[config.mk]
export PLATFORM = sky130hd
export DESIGN_NAME = mac_beat_issuer
export DESIGN_NICKNAME = d
export VERILOG_FILES = /design/src/rtl/mac_beat_issuer.sv
export SDC_FILE = /design/constraint.sdc
export NUM_CORES = 1
export LEC_CHECK = 0
export ABC_AREA = 1
export BUFFER_PORTS_ARGS = -buffer_cell sky130_fd_sc_hd__buf_4
export CORE_UTILIZATION = 51
export CTS_CLUSTER_DIAMETER = 200
export DETAILED_ROUTE_END_ITERATION = 8
export PLACE_DENSITY = 0.68
export SLEW_MARGIN = 0
export SYNTH_ARGS = -nofsm -noshare
export SYNTH_HDL_FRONTEND = slang
export SYNTH_SLANG_ARGS = --single-unit
export TNS_END_PERCENT = 20
[constraint.sdc]
create_clock -name clk -period 10.34 [get_ports clk]
set_input_delay 0.517 -clock clk [delete_from_list [all_inputs] [get_ports clk]]
set_output_delay 0.517 -clock clk [all_outputs]
set_load 0.02 [all_outputs]
[src/rtl/mac_beat_issuer.sv]
// Producer side of the per-neuron ack/ack_mac handshake: accumulates x*w beats,
// pulses ack per beat and presents the saturated sum once the counter confirms.
module mac_beat_issuer #(
  parameter int N_INPUTS = 3,
  parameter int DATA_W   = 16,
  parameter int ACC_W    = 32,
  parameter int FRAC     = 8,
  parameter int TIMEOUT  = 15
) (
  input  logic                     clk,
  input  logic                     rst,
  input  logic                     start,
  input  logic signed [DATA_W-1:0] x_data,
  input  logic signed [DATA_W-1:0] w_data,
  input  logic                     in_valid,
  output logic                     in_ready,
  output logic                     ack,
  output logic                     cnt_rst,
  input  logic                     ack_mac,
  output logic signed [DATA_W-1:0] result,
  output logic                     result_valid,
  input  logic                     res_ready,
  output logic                     err,
  output logic                     busy
);

  localparam int PW = 2 * DATA_W;
  localparam int SW = ((ACC_W > PW) ? ACC_W : PW) + 1;
  localparam int BW = $clog2(N_INPUTS + 1);
  localparam int TW = $clog2(TIMEOUT + 1);
  localparam logic [BW-1:0] BLAST = BW'(N_INPUTS - 1);
  localparam logic [TW-1:0] TLAST = TW'(TIMEOUT - 1);

  localparam logic signed [SW-1:0] AMAX =
    {{(SW-ACC_W+1){1'b0}}, {(ACC_W-1){1'b1}}};
  localparam logic signed [SW-1:0] AMIN = ~AMAX;
  localparam logic signed [ACC_W-1:0] DMAX =
    {{(ACC_W-DATA_W+1){1'b0}}, {(DATA_W-1){1'b1}}};
  localparam logic signed [ACC_W-1:0] DMIN = ~DMAX;

  typedef enum logic [1:0] {
    IDLE  = 2'd0,
    ISSUE = 2'd1,
    WAIT  = 2'd2,
    DONE  = 2'd3
  } state_t;

  state_t                    state_q, state_d;
  logic signed [ACC_W-1:0]   acc_q, acc_d;
  logic        [BW-1:0]      beat_q, beat_d;
  logic        [TW-1:0]      timer_q, timer_d;
  logic                      ack_q, ack_d;
  logic                      cnt_rst_q, cnt_rst_d;
  logic signed [DATA_W-1:0]  result_q, result_d;
  logic                      rv_q, rv_d;
  logic                      err_q, err_d;

  logic signed [PW-1:0]      x_ext, w_ext, prod, prod_sh;
  logic signed [SW-1:0]      p_ext, a_ext, sum;
  logic signed [ACC_W-1:0]   acc_sat;
  logic signed [DATA_W-1:0]  res_sat;
  logic                      accept;

  assign x_ext   = {{DATA_W{x_data[DATA_W-1]}}, x_data};
  assign w_ext   = {{DATA_W{w_data[DATA_W-1]}}, w_data};
  assign prod    = x_ext * w_ext;
  assign prod_sh = prod >>> FRAC;
  assign p_ext   = {{(SW-PW){prod_sh[PW-1]}}, prod_sh};
  assign a_ext   = {{(SW-ACC_W){acc_q[ACC_W-1]}}, acc_q};
  assign sum     = p_ext + a_ext;

  always_comb begin
    acc_sat = sum[ACC_W-1:0];
    if (sum > AMAX) acc_sat = AMAX[ACC_W-1:0];
    else if (sum < AMIN) acc_sat = AMIN[ACC_W-1:0];
  end

  always_comb begin
    res_sat = acc_q[DATA_W-1:0];
    if (acc_q > DMAX) res_sat = DMAX[DATA_W-1:0];
    else if (acc_q < DMIN) res_sat = DMIN[DATA_W-1:0];
  end

  assign in_ready = (state_q == ISSUE);
  assign accept   = in_ready & in_valid;

  always_comb begin
    state_d   = state_q;
    acc_d     = acc_q;
    beat_d    = beat_q;
    timer_d   = timer_q;
    ack_d     = 1'b0;
    cnt_rst_d = 1'b0;
    result_d  = result_q;
    rv_d      = rv_q;
    err_d     = err_q;
    unique case (state_q)
      IDLE: begin
        if (start) begin
          state_d   = ISSUE;
          acc_d     = '0;
          beat_d    = '0;
          cnt_rst_d = 1'b1;
        end
      end
      ISSUE: begin
        // Counter still holds last job's sticky ack_mac until our clear lands.
        if (ack_mac && !cnt_rst_q) err_d = 1'b1;
        if (accept) begin
          acc_d  = acc_sat;
          ack_d  = 1'b1;
          beat_d = beat_q + 1'b1;
          if (beat_q == BLAST) begin
            state_d = WAIT;
            timer_d = '0;
          end
        end
      end
      WAIT: begin
        if (ack_mac || timer_q == TLAST) begin
          if (!ack_mac) err_d = 1'b1;
          state_d  = DONE;
          result_d = res_sat;
          rv_d     = 1'b1;
        end else begin
          timer_d = timer_q + 1'b1;
        end
      end
      DONE: begin
        if (res_ready) begin
          rv_d    = 1'b0;
          state_d = IDLE;
        end
      end
      default: state_d = IDLE;
    endcase
  end

  always_ff @(negedge clk) begin
    if (rst) begin
      state_q   <= IDLE;
      acc_q     <= '0;
      beat_q    <= '0;
      timer_q   <= '0;
      ack_q     <= 1'b0;
      cnt_rst_q <= 1'b0;
      result_q  <= '0;
      rv_q      <= 1'b0;
      err_q     <= 1'b0;
    end else begin
      state_q   <= state_d;
      acc_q     <= acc_d;
      beat_q    <= beat_d;
      timer_q   <= timer_d;
      ack_q     <= ack_d;
      cnt_rst_q <= cnt_rst_d;
      result_q  <= result_d;
      rv_q      <= rv_d;
      err_q     <= err_d;
    end
  end

  assign ack          = ack_q;
  assign cnt_rst      = cnt_rst_q;
  assign result       = result_q;
  assign result_valid = rv_q;
  assign err          = err_q;
  assign busy         = (state_q != IDLE);

endmodule

### Yosys cells after proc, flatten, opt, wreduce, memory -nomap -nowiden

Cells that the tools add are included.

* memories kept: 0
* flip-flop bits (word level): 60
* logic and storage cells: 78
* memory bits (writable): 0
* bits in read-only memories: 0
* input bits: 38
* bits in latches: 0

* reductions and logical operators: 16
* shift operators: 0
* bitwise logic cells: 3
* multiplexer cells: 29
* multiply operators: 1
* div/mod/pow operators: 0
* $add $sub $neg: 3
* eq/ne operators: 13
* order comparisons: 4

Operators with widths (count)
* $mux 32: 4
* $pmux 32 s2: 1
* $add 24x32->33: 1
* $gt 33x32->1 const B: 1
* $lt 33x32->1 const B: 1
* $gt 32x16->1 const B: 1
* $lt 32x16->1 const B: 1
* $mul 16x16->32: 1
* $mux 16: 2
* $mux 2: 7
* $mux 4: 3
* $ne 2x2->1 const B: 5
* $pmux 2 s4: 1
* $pmux 4 s2: 1
* $reduce_and 4->1: 2
* $reduce_bool 2->1: 4
* $mux 1: 7
* $eq 2x2->1 const B: 3
* $ne 2x1->1 const B: 3
* $reduce_and 3->1: 2
* $reduce_and 5->1: 1
* $add 4x1->4 const B: 1
* $eq 4x4->1 const B: 1
* $pmux 1 s2: 2
* other kinds (11): 13

### Logic depth before layout (Yosys ltp)

* word-level depth: 7
* depth in mapped cells: 44
* gate-level depth less buffers: 41

==> flow_metrics.env <==
export IMPL_reg2regPathDepth=12
export IMPL_r2r_start="state_q[1]"
export IMPL_ant_nets=0
export IMPL_cts_tree="done"
export IMPL_synthToLayoutAreaGrowth_pct=32.0
export IMPL_drt_iter0_drc=972
export IMPL_yosys_register_bits=60
export IMPL_layout_nets=2966
export IMPL_min_delay_start="err"
export IMPL_stdcell_count=2936
export IMPL_ys_types=42
export IMPL_failed_checks="negative setup slack"
export IMPL_yosys_area_share_simple_pct=22.2
export IMPL_finClkSkew_ns=0.0306
export IMPL_rows=63
export IMPL_wire_per_inst_um=14.4
export IMPL_max_slew_margin_pct=27.7
export IMPL_drv_slew=0
export IMPL_grt_pass1_vias=15300
export IMPL_grt_max_degree=59
export IMPL_cts_buffers=9
export IMPL_drt_wl_total_um=42300
export IMPL_ys_seq_area_share_pct=7.66
export IMPL_synth_top_flop_cell="dfxtp_1"
export IMPL_core_area_um2=30000
export IMPL_setup_tns_final_ns=-56.21
export IMPL_clock_sinks=60
export IMPL_grt_pass1_wl_um=70300
export IMPL_place_gp_congestion=0.923
export IMPL_synthMostInstantiatedCell="inv_1"
export IMPL_dieWidth_um=177
export IMPL_grtUsageTotal_pct=27.9
export IMPL_crit_type="input port to register"
export IMPL_multi_input_area_um2=13200
export IMPL_path_depth=38
export IMPL_dp_cells=2828
export IMPL_hp_class="register to register"
export IMPL_worst_pin_slew_ns=1.08
export IMPL_slowest_delay_ns=0.53
export IMPL_fill_cells=2413
export IMPL_finalWorstSetupSlack_ns=-1.80
export IMPL_start_kind="input port"
export IMPL_synthAdderAreaFrac_pct=43.2
export IMPL_vias_per_cell=4.98
export IMPL_die_area_um2=31400
export IMPL_synth_area_leader_cell="fa_1"
export IMPL_synth_mux_area_share_pct=0
export IMPL_seq_area_um2=1200
export IMPL_drc=0
export IMPL_htree_levels=3
export IMPL_cpMaxStageDelayCell="fa_1"
export IMPL_synthArstFlopShare_pct=0
export IMPL_synth_compound_area_share_pct=6.91
export IMPL_synth_commonest_cells="inv_1, nand2_1, fa_1"
export IMPL_clkLatencyLatePin_ns=0.41
export IMPL_cts_root_buf="clkbuf_16"
export IMPL_maxCapViolCount=0
export IMPL_antenna_found_initial=0
export IMPL_synth_top_family_by_area="adder cells"
export IMPL_portBuffers=59
export IMPL_synth_area_um2=15700
export IMPL_avgSynthCellArea_um2=7.15
export IMPL_crit_family="adder cells"
export IMPL_setup_viol=32
export IMPL_vias=14600
export IMPL_holdPathStages=2
export IMPL_critPathLaunch="w_data[15]"
export IMPL_worst_ep_required_time_ns=5.49
export IMPL_cts_buffer_depth=2
export IMPL_synth_cells=2192
export IMPL_hold_viol_final=0
export IMPL_drive_gt1_share_pct=28.1
export IMPL_rsz0062_at_grt="true"
export IMPL_endpoint_kind="register"
export IMPL_path_clk_slew_ns=0.04
export IMPL_grt_overflow=0
export IMPL_rrSetupSlack_ns=7.73
export IMPL_syn_nets=2614
export IMPL_hpwl_um=34000
export IMPL_hold_worst_slack_ns=0.450
export IMPL_die_h_um=177
export IMPL_cp_max_fo=8
export IMPL_yosysWarningCount=0
export IMPL_diodes=0
export IMPL_synth_edf_count=0
export IMPL_yosys_area_top_type_share_pct=33.5
export IMPL_crit_arrival_ns=7.29
export IMPL_cts_hold_repair_buffers=0
export IMPL_initial_core_util_pct=52.3
export IMPL_io_pin_count=60
export IMPL_synthXorXnorAreaFrac_pct=3.02
export IMPL_firstDrtPassIters=7
export IMPL_path_buf_inv=11
export IMPL_synth_area_leaders="fa_1, inv_1, nand2_1"
export IMPL_outcome="finished, violations left"
[sequential cells by signal, indices dropped and copies added, names as in the netlist]
name / count
beat_q: 2
acc_q: 32
err: 1
result_valid: 1
state_q: 2
ack: 1
timer_q: 4
result: 16
cnt_rst: 1
[through the flow]
step / area [um^2] / util, % / setup WS, ns
finish: 20700 / 69.1 / -1.80
global route: 20700 / 69.1 / -2.05
CTS: 19600 / 65.5 / -1.77
detailed placement: 18800 / 62.7 / -2.48
global placement: 18800 / 62.7 / -2.41
floorplan: 16500 / - / -1.70
[worst register-to-register path, delay by kind of cell (launching register included)]
family / cells / cell delay (ns)
AOI/OAI and AO/OA: 3 / 0.33
adders and majority gates: 1 / 0.29
buffers and inverters: 5 / 1.09
DFF: 1 / 0.32
and+or+nand+nor: 3 / 0.44
[final cells by class]
cell class	count	share of cell area [%]
timing repair buffer	356	14.0
timing repair inverter	1	0.0544
tap	390	2.36
inverter	618	11.3
sequential	60	5.80
clock buffer	9	1.09
multi-input combinational	1438	64.0
clock inverter	64	1.44
[cells by family (layout without fill, tap and decap cells)]
kind of cell | after synthesis | after routing
adders and majority gates | 384 | 384
buffers and inverters | 696 | 1048
and+or+nand+nor | 823 | 825
DFF | 60 | 60
xor gates and xnor gates | 54 | 54
AOI/OAI and AO/OA | 175 | 175
[placed cells by master (no fill, tap or decap), types with 35 or more instances in the layout]
cell type    n
a21oi_2     47
nor2_1      55
nand3_1     35
inv_2       39
inv_1      634
nand2_1    527
fa_1       254
a21oi_1     53
nand2_2     71
xor2_1      35
ha_1        87
ha_4        35
buf_4      328
dfxtp_1     60
[layer usage]
metal | global-route usage (%) | vias up | routed length, um
li1 | - | 7066 | -
met1 | 34.4 | 7069 | 17500
met2 | 49.7 | 423 | 21600
met3 | 5.10 | 77 | 2300
met4 | 7.62 | 0 | 953
met5 | 0 | - | 0
[final timing paths]
path,endpoint
worst max register to register,acc_q[27]
worst min-delay path,err
worst min register to register,err
worst max-delay path,acc_q[29]
[timing repair]
item | CTS | global route
gates resized for setup | 58 | 227
setup endpoints to repair | 32 | 32
buffers inserted | 7 | 23
cloned | 4 | 2
pin swaps | 9 | 105
Power is left out: the tool's default activity adds up to more than one toggle a clock period on the data nets, which glitch-free logic cannot reach.
